## src/rtl/mux4_arb_pkg.sv

```systemverilog
// Shared types and constants for the four-channel round-robin byte arbiter.
// Channel indices, FSM states and the pointer-advance helper live here.
package mux4_arb_pkg;

  localparam int NUM_CH = 4;

  typedef logic [1:0] ch_idx_t;

  typedef enum logic {
    S_EMPTY = 1'b0,
    S_FULL  = 1'b1
  } arb_state_t;

  // Index one past the given channel, wrapping at NUM_CH.
  function automatic ch_idx_t nextIdx(input ch_idx_t idx);
    return idx + ch_idx_t'(1);
  endfunction

endpackage

```

## src/rtl/mux4_rr_arbiter_rr_pick4.sv

```systemverilog
// Combinational circular priority picker: first set request at or after i_ptr.
// o_any flags that at least one request is present.
module rr_pick4
  import mux4_arb_pkg::*;
(
  input  logic [NUM_CH-1:0] i_req,
  input  ch_idx_t           i_ptr,
  output ch_idx_t           o_gnt_idx,
  output logic              o_any
);

  ch_idx_t w_idx;
  logic    w_found;

  always_comb begin
    o_gnt_idx = i_ptr;
    w_found   = 1'b0;
    w_idx     = i_ptr;
    for (int i = 0; i < NUM_CH; i++) begin
      w_idx = i_ptr + ch_idx_t'(i);
      if (!w_found && i_req[w_idx]) begin
        o_gnt_idx = w_idx;
        w_found   = 1'b1;
      end
    end
  end

  assign o_any = |i_req;

endmodule

```

## src/rtl/mux4_rr_arbiter.sv

```systemverilog
// Round-robin arbiter sharing a 4:1 byte mux between four valid/ready producers,
// with optional per-channel bursts and a single-entry registered output stage.
module mux4_rr_arbiter
  import mux4_arb_pkg::*;
#(
  parameter int DATA_W    = 8,
  parameter int BURST_LEN = 1
) (
  input  logic                     i_clk,
  input  logic                     i_reset,
  input  logic [NUM_CH-1:0]        i_in_valid,
  input  logic [NUM_CH*DATA_W-1:0] i_in_data,
  output logic [NUM_CH-1:0]        o_in_ready,
  output ch_idx_t                  o_sel,
  output logic                     o_out_valid,
  output logic [DATA_W-1:0]        o_out_data,
  output ch_idx_t                  o_out_ch,
  input  logic                     i_out_ready
);

  localparam int CNT_W = (BURST_LEN > 1) ? $clog2(BURST_LEN) : 1;

  arb_state_t        r_state;
  arb_state_t        w_stateNext;
  ch_idx_t           r_lastGrant;
  logic [CNT_W-1:0]  r_burstCnt;
  logic              r_granted;
  ch_idx_t           r_sel;
  logic [DATA_W-1:0] r_outData;
  ch_idx_t           r_outCh;

  logic [DATA_W-1:0] w_chData [NUM_CH];
  ch_idx_t           w_pickIdx;
  logic              w_anyReq;
  logic              w_burstHold;
  logic              w_slotFree;
  logic              w_accept;
  ch_idx_t           w_grant;

  for (genvar n = 0; n < NUM_CH; n++) begin : g_unpack
    assign w_chData[n] = i_in_data[n*DATA_W +: DATA_W];
  end

  rr_pick4 u_pick (
    .i_req     (i_in_valid),
    .i_ptr     (nextIdx(r_lastGrant)),
    .o_gnt_idx (w_pickIdx),
    .o_any     (w_anyReq)
  );

  // A burst continues only after a real grant; right after reset the pointer
  // value is a seed for the scan, not a channel that owns a burst.
  assign w_burstHold = r_granted && i_in_valid[r_lastGrant] &&
                       (int'(r_burstCnt) < BURST_LEN - 1);

  assign w_grant    = w_burstHold ? r_lastGrant : w_pickIdx;
  assign w_slotFree = (r_state == S_EMPTY) || i_out_ready;
  assign w_accept   = w_slotFree && w_anyReq && !i_reset;

  assign o_in_ready = w_accept ? (NUM_CH'(1) << w_grant) : '0;
  assign o_sel      = w_accept ? w_grant : r_sel;

  always_ff @(posedge i_clk or posedge i_reset) begin
    if (i_reset) begin
      r_state <= S_EMPTY;
    end else begin
      r_state <= w_stateNext;
    end
  end

  always_comb begin
    w_stateNext = r_state;
    case (r_state)
      S_EMPTY: if (w_accept) w_stateNext = S_FULL;
      S_FULL: begin
        if (w_accept)         w_stateNext = S_FULL;
        else if (i_out_ready) w_stateNext = S_EMPTY;
      end
      default: w_stateNext = S_EMPTY;
    endcase
  end

  always_comb begin
    o_out_valid = (r_state == S_FULL);
    o_out_data  = r_outData;
    o_out_ch    = r_outCh;
  end

  // Pointer, burst count and output byte move only on an actual transfer.
  always_ff @(posedge i_clk or posedge i_reset) begin
    if (i_reset) begin
      r_lastGrant <= ch_idx_t'(NUM_CH - 1);
      r_burstCnt  <= '0;
      r_granted   <= 1'b0;
      r_sel       <= '0;
      r_outData   <= '0;
      r_outCh     <= '0;
    end else if (w_accept) begin
      r_lastGrant <= w_grant;
      r_burstCnt  <= w_burstHold ? (r_burstCnt + CNT_W'(1)) : '0;
      r_granted   <= 1'b1;
      r_sel       <= w_grant;
      r_outData   <= w_chData[w_grant];
      r_outCh     <= w_grant;
    end
  end

endmodule

```

## config.mk

```make
export PLATFORM = sky130hd
export DESIGN_NAME = mux4_rr_arbiter
export DESIGN_NICKNAME = d
export VERILOG_FILES = /design/src/rtl/mux4_arb_pkg.sv /design/src/rtl/mux4_rr_arbiter_rr_pick4.sv /design/src/rtl/mux4_rr_arbiter.sv
export SDC_FILE = /design/constraint.sdc
export NUM_CORES = 1
export LEC_CHECK = 0
export ABC_CLOCK_PERIOD_IN_PS = 4300
export CAP_MARGIN = 20
export CORE_MARGIN = 8
export CORE_UTILIZATION = 35
export CTS_CLUSTER_SIZE = 12
export DETAILED_ROUTE_END_ITERATION = 16
export PLACE_DENSITY = 0.82
export SYNTH_ARGS = -nofsm -noshare
export SYNTH_HDL_FRONTEND = slang
export SYNTH_SLANG_ARGS = --single-unit
```

## constraint.sdc

```tcl
create_clock -name i_clk -period 4.3 [get_ports i_clk]
set_input_delay 1.29 -clock i_clk [delete_from_list [all_inputs] [get_ports i_clk]]
set_output_delay 1.29 -clock i_clk [all_outputs]
set_load 0.005 [all_outputs]
```

Word-level counts from Yosys, hierarchy flattened
Cells that the tools add are included.
Operators by class
  add/subtract/negate cells: 4
  $lt $le $gt $ge: 5
  shift-type cells: 1
  bitwise operators: 2
  mux-type cells: 23
  reduce and logical (&&, ||, !) cells: 11
Operator list (number)
  $bmux 8 s2: 1
  $mux 8: 2
  $lt 2x3->1 const B: 4
  $mux 1: 10
  $bmux 1 s2: 4
  $mux 2: 4
  $logic_and 1x1->1: 5
  $add 2x1->2 const B: 2
  $add 2x2->2 const B: 2
  $logic_not 1->1: 4
  $mux 4: 1
  $reduce_or 4->1: 1
  $shl 1x2->4 const A: 1
  $ge 3x3->1 const B: 1
  $not 2->3: 1
  $pmux 1 s2: 1
  $logic_or 1x1->1: 1
  $not 1->1: 1
Word-level totals
  register bits after elaboration: 15
  input bits: 39

Logic depth before layout (Yosys ltp)
  depth after elaboration: 17
  gate-level depth with buffers: 8

Cells and area by module
A second synthesis with hierarchy kept.
Unflattened totals
  cells, all modules: 69
  area, all modules: 948.4 um^2
Modules (own cells, without submodules)
  mux4_rr_arbiter: times used 1, cells each 53, area each 852.1 um^2
  rr_pick4: times used 1, cells each 16, area each 96.3 um^2

Least setup slack after synthesis
OpenSTA, ideal clock, no wires.
  path kind: in2out
  from: input i_in_valid[2]
  to: output o_sel[0]
  stages on the path: 8
  buffers on the path: 3
  arrival: 2.400 ns
  slack: 0.610 ns
  required time: 3.010 ns
  cell sequence: buf_2 nor2_1 a21oi_1 and2_1 buf_2 buf_2 nor2_1 a21oi_1
Between the ends
  cells in the longest elaborated chain, start to end: 13
Ends and longest elaborated chain
  start: declaration: RTL line mux4_rr_arbiter.sv:11  | input logic [NUM_CH-1:0] i_in_valid,
  $bmux 1 s2: RTL line mux4_rr_arbiter_rr_pick4.sv:21  | if (!w_found && i_req[w_idx]) begin
  $mux 1 (not written as such): RTL line mux4_rr_arbiter_rr_pick4.sv:21
  $mux 1: RTL line mux4_rr_arbiter_rr_pick4.sv:21
  $logic_not 1->1: RTL line mux4_rr_arbiter_rr_pick4.sv:21
  $logic_and 1x1->1: RTL line mux4_rr_arbiter_rr_pick4.sv:21
  $mux 1: RTL line mux4_rr_arbiter_rr_pick4.sv:21
  $logic_not 1->1: RTL line mux4_rr_arbiter_rr_pick4.sv:21
  $logic_and 1x1->1: RTL line mux4_rr_arbiter_rr_pick4.sv:21
  $mux 1: RTL line mux4_rr_arbiter_rr_pick4.sv:21
  $logic_not 1->1: RTL line mux4_rr_arbiter_rr_pick4.sv:21
  $logic_and 1x1->1: RTL line mux4_rr_arbiter_rr_pick4.sv:21
  $mux 2: RTL line mux4_rr_arbiter_rr_pick4.sv:21
  $mux 2 (*)
  end: declaration: RTL line mux4_rr_arbiter.sv:14  | output ch_idx_t o_sel,
Mark *: on every way between the ends. The rest lies on a longest branch, timed or not. The select of a mux whose other input is x is not followed.

Worst setup path in the final report
  from: input i_reset
  to: output o_in_ready[1]
Between the ends
  cells in the longest elaborated chain, start to end: 3
Ends and longest elaborated chain
  start: declaration: RTL line mux4_rr_arbiter.sv:10  | input logic i_reset,
  $logic_not 1->1 (no source line)
  $logic_and 1x1->1: RTL line mux4_rr_arbiter.sv:58  | assign w_accept = w_slotFree && w_anyReq && !i_reset;
  $mux 4: RTL line mux4_rr_arbiter.sv:60  | assign o_in_ready = w_accept ? (NUM_CH'(1) << w_grant) : '0;
  end: declaration: RTL line mux4_rr_arbiter.sv:13  | output logic [NUM_CH-1:0] o_in_ready,
No other way between the ends.

==> flow_summary.yaml <==
detailed_routing:
  wire_per_inst_um: 17.0
  antenna_left: 0
  drt_iter0_drc: 124
  vias: 1332
  dr.pass1.iters: 4
  viasPerCell: 5.33
  drc_errors: 0
  totalWireLength_mm: 4.25
critical_path:
  crit_top_cell: "clkdlybuf4s50_1"
  cp-start-kind: "input port"
  crit_path_max_incr_delay_ps: 520
  cp.required_ps: 3010
  arrival_ps: 2850
  cp_cell_sequence: "clkdlybuf4s50_1, a21oi_2, nand2_2, buf_4, nor2_1, clkdlybuf4s50_1"
  endpoint_kind: "output pin"
  critPathKind: "input port to output pin"
  crit_buf_inv: 3
  cp_slowest_cell: "clkdlybuf4s50_1"
  crit_fanout: 7
  cp_top_family: "buffers and inverters"
global_routing:
  grtUsageMet1_pct: 18.0
  grt_max_degree: 16
  track_usage_pct: 16.1
  grt_first_pass_wirelength_mm: 6.87
  grt_use_met2_pct: 27.4
  grt_pass1_vias: 1487
  busiest_layer: "met2"
  antenna_found_initial: 0
  overflow: 0
  use_met3_pct: 6.32
power_and_ir_drop:
  p_int_mw: 0.508
  clockPowerShare_pct: 10.9
  power.density_nw_per_um2: 411
  vdd_drop_max_mv: 0.229
  power_frac_seq_pct: 29.0
  p_leak_nw: 0.847
  switching_share_pct: 37.0
  p_comb_share_pct: 60.1
  power_mw: 0.807
  power.switching_mw: 0.299
die:
  die_h_um: 72.9
  core_um2: 3080
  dieWidth_um: 72.9
  rows: 20
  start_util_pct: 36.8
  die_area_um2: 5310
  pin_count: 56
synthesis:
  synthFlopType: "dfrtp_1"
  synth_area_um2: 1130
  yosys_warnings: 0
  yosys.area.top_type: "dfrtp_1"
  synth_edf_count: 0
  synth_cell_types: 37
  ys_async_sr_fraction_pct: 100
  synth.top_cell.area_share_pct: 28.7
  syn-num-nets: 168
  ys_seq_area_share_pct: 33.4
  syn-instance-count: 129
  yosys-top-cells-area: "dfrtp_1 29%, a21o_1 6.6%, nor2_1 5.3%, o31ai_1 5.3%, dfstp_2 4.6%"
  avgSynthCellArea_um2: 8.78
  yosys_register_bits: 15
layout:
  fill_cells: 275
  finalInstanceArea_um2: 1960
  area_delta_synth_final_pct: 73.3
  utilization_pct: 63.7
  diodes: 0
  fin_nets: 246
  final_cells: 250
  drive_above_1_share_pct: 25.2
cts:
  clkTransAtPathRegs_ps: 110
  clockRootBuffer: "clkbuf_4"
  cts.sinks: 15
  cts_tree: "yes"
  cts_buffers: 3
  cts_max_level: 1
  clock_latency_ps: 290
  clk_path_buf_depth: 2
sta:
  setup_viol: 0
  layout_setup_ws_ps: 157
  rsz0062_at_grt: "no"
  slew_violations: 0
  finalHoldViolations: 0
  fmax_mhz: 241
  relSlewSlack_pct: 59.6
  fin_crit_ps: 4140
  setup_tns_ps: 0
  holdWs_ps: 494
  fin_skew_ps: 0.534
  worst_pin_slew_ps: 605
  period_share_pct: 96.3
job:
  cap_violations: 0
hold_path:
  hold_path_class: "flop to flop"
placement:
  place_congestion: 0.929
  placed_cells: 240
  port_buffers: 55
  dpl_cell_area_um2: 1850
  pre_cts_slack_ps: -269
  hpwl_mm: 3.26
outcome:
  status: "completed"
## worst paths after layout
check	start	end	slack, ps	cells past startpoint
min in group asynchronous	i_reset	o_out_valid	1430	2
worst min register to register	r_sel[1]	r_sel[1]	490	1
worst min-delay path	r_sel[1]	r_sel[1]	490	1
worst max register to register	r_lastGrant[0]	o_out_data[5]	2280	7
worst max-delay path	i_reset	o_in_ready[1]	160	6
max in group asynchronous	i_reset	o_out_data[4]	2480	2
## placed cells by master, fill, tap and decap left out, types with 6 or more instances in the layout
master           netlist  final
a31oi_1                6      6
dfrtp_1               13     13
o31ai_1                8      8
a21o_1                10     10
nand2b_1               8      8
nor2_1                16     15
clkdlybuf4s50_1        0     46
nand4_1                6      6
dlygate4sd2_1          0      7
a21oi_1               10      8
buf_4                  2     27
## state kept, by name (all words and copies together) (netlist names)
name	count
o_out_valid	1
o_out_ch	2
o_out_data	8
r_lastGrant	2
r_sel	2
## routing by layer
metal	part of all wire (%)	wire length (µm)
met3	9.2	392
met1	42	1770
met4	1.3	55
met2	48	2030
met5	0	0
## cells by family (layout without fill, tap and decap cells)
family,after synthesis,count (layout),synth area share (%)
AND/OR/NAND/NOR,51,51,27.8
AO/OA/AOI/OAI,47,47,29.8
flip-flops,15,15,33.4
buffers and inverters,13,90,6.41
multiplexers,2,2,1.77
XOR/XNOR,1,1,0.774
## power groups by stage
| stage | clock [mW] | combinational, mW | sequential [mW] |
|---|---|---|---|
| final | 0.0880 | 0.485 | 0.234 |
| after global routing | 0.0984 | 0.522 | 0.242 |
| after CTS | 0.0876 | 0.482 | 0.234 |
| after detailed placement | 0 | 0.453 | 0.236 |
| after global placement | 0 | 0.440 | 0.233 |
| after floorplan | 0 | 0.231 | 0.222 |
## cells in the mapped netlist, drive strengths merged, types with 2 or more instances
master / instances
o21a: 2
o21ai: 3
dfrtp: 13
nor3b: 2
nand4: 6
a211oi: 3
nor2: 16
buf: 10
o31ai: 8
nor3: 3
nor2b: 4
nand2b: 8
inv: 2
a21oi: 10
o2111a: 2
a21o: 10
mux2i: 2
a31oi: 6
dfstp: 2
and2: 3
nand2: 4
## cell type report
class                   instances  area, µm²  share of cell area, %
repair buffers                 84        771                   39.3
multi-input cells             101        723                   36.9
flip-flops and latches         15        378                   19.3
well taps                      44       55.1                   2.81
clock buffers                   3       22.5                   1.15
inverters                       2       7.51                  0.383
clock inverters                 1       5.00                  0.255
## repair_timing
item	in CTS	in global routing
pin swaps	5	1
setup endpoints to repair	6	4
buffers inserted	5	1
hold buffers	0	0
gates resized for setup	21	2
No activity file was read; power rests on OpenSTA's default activity.
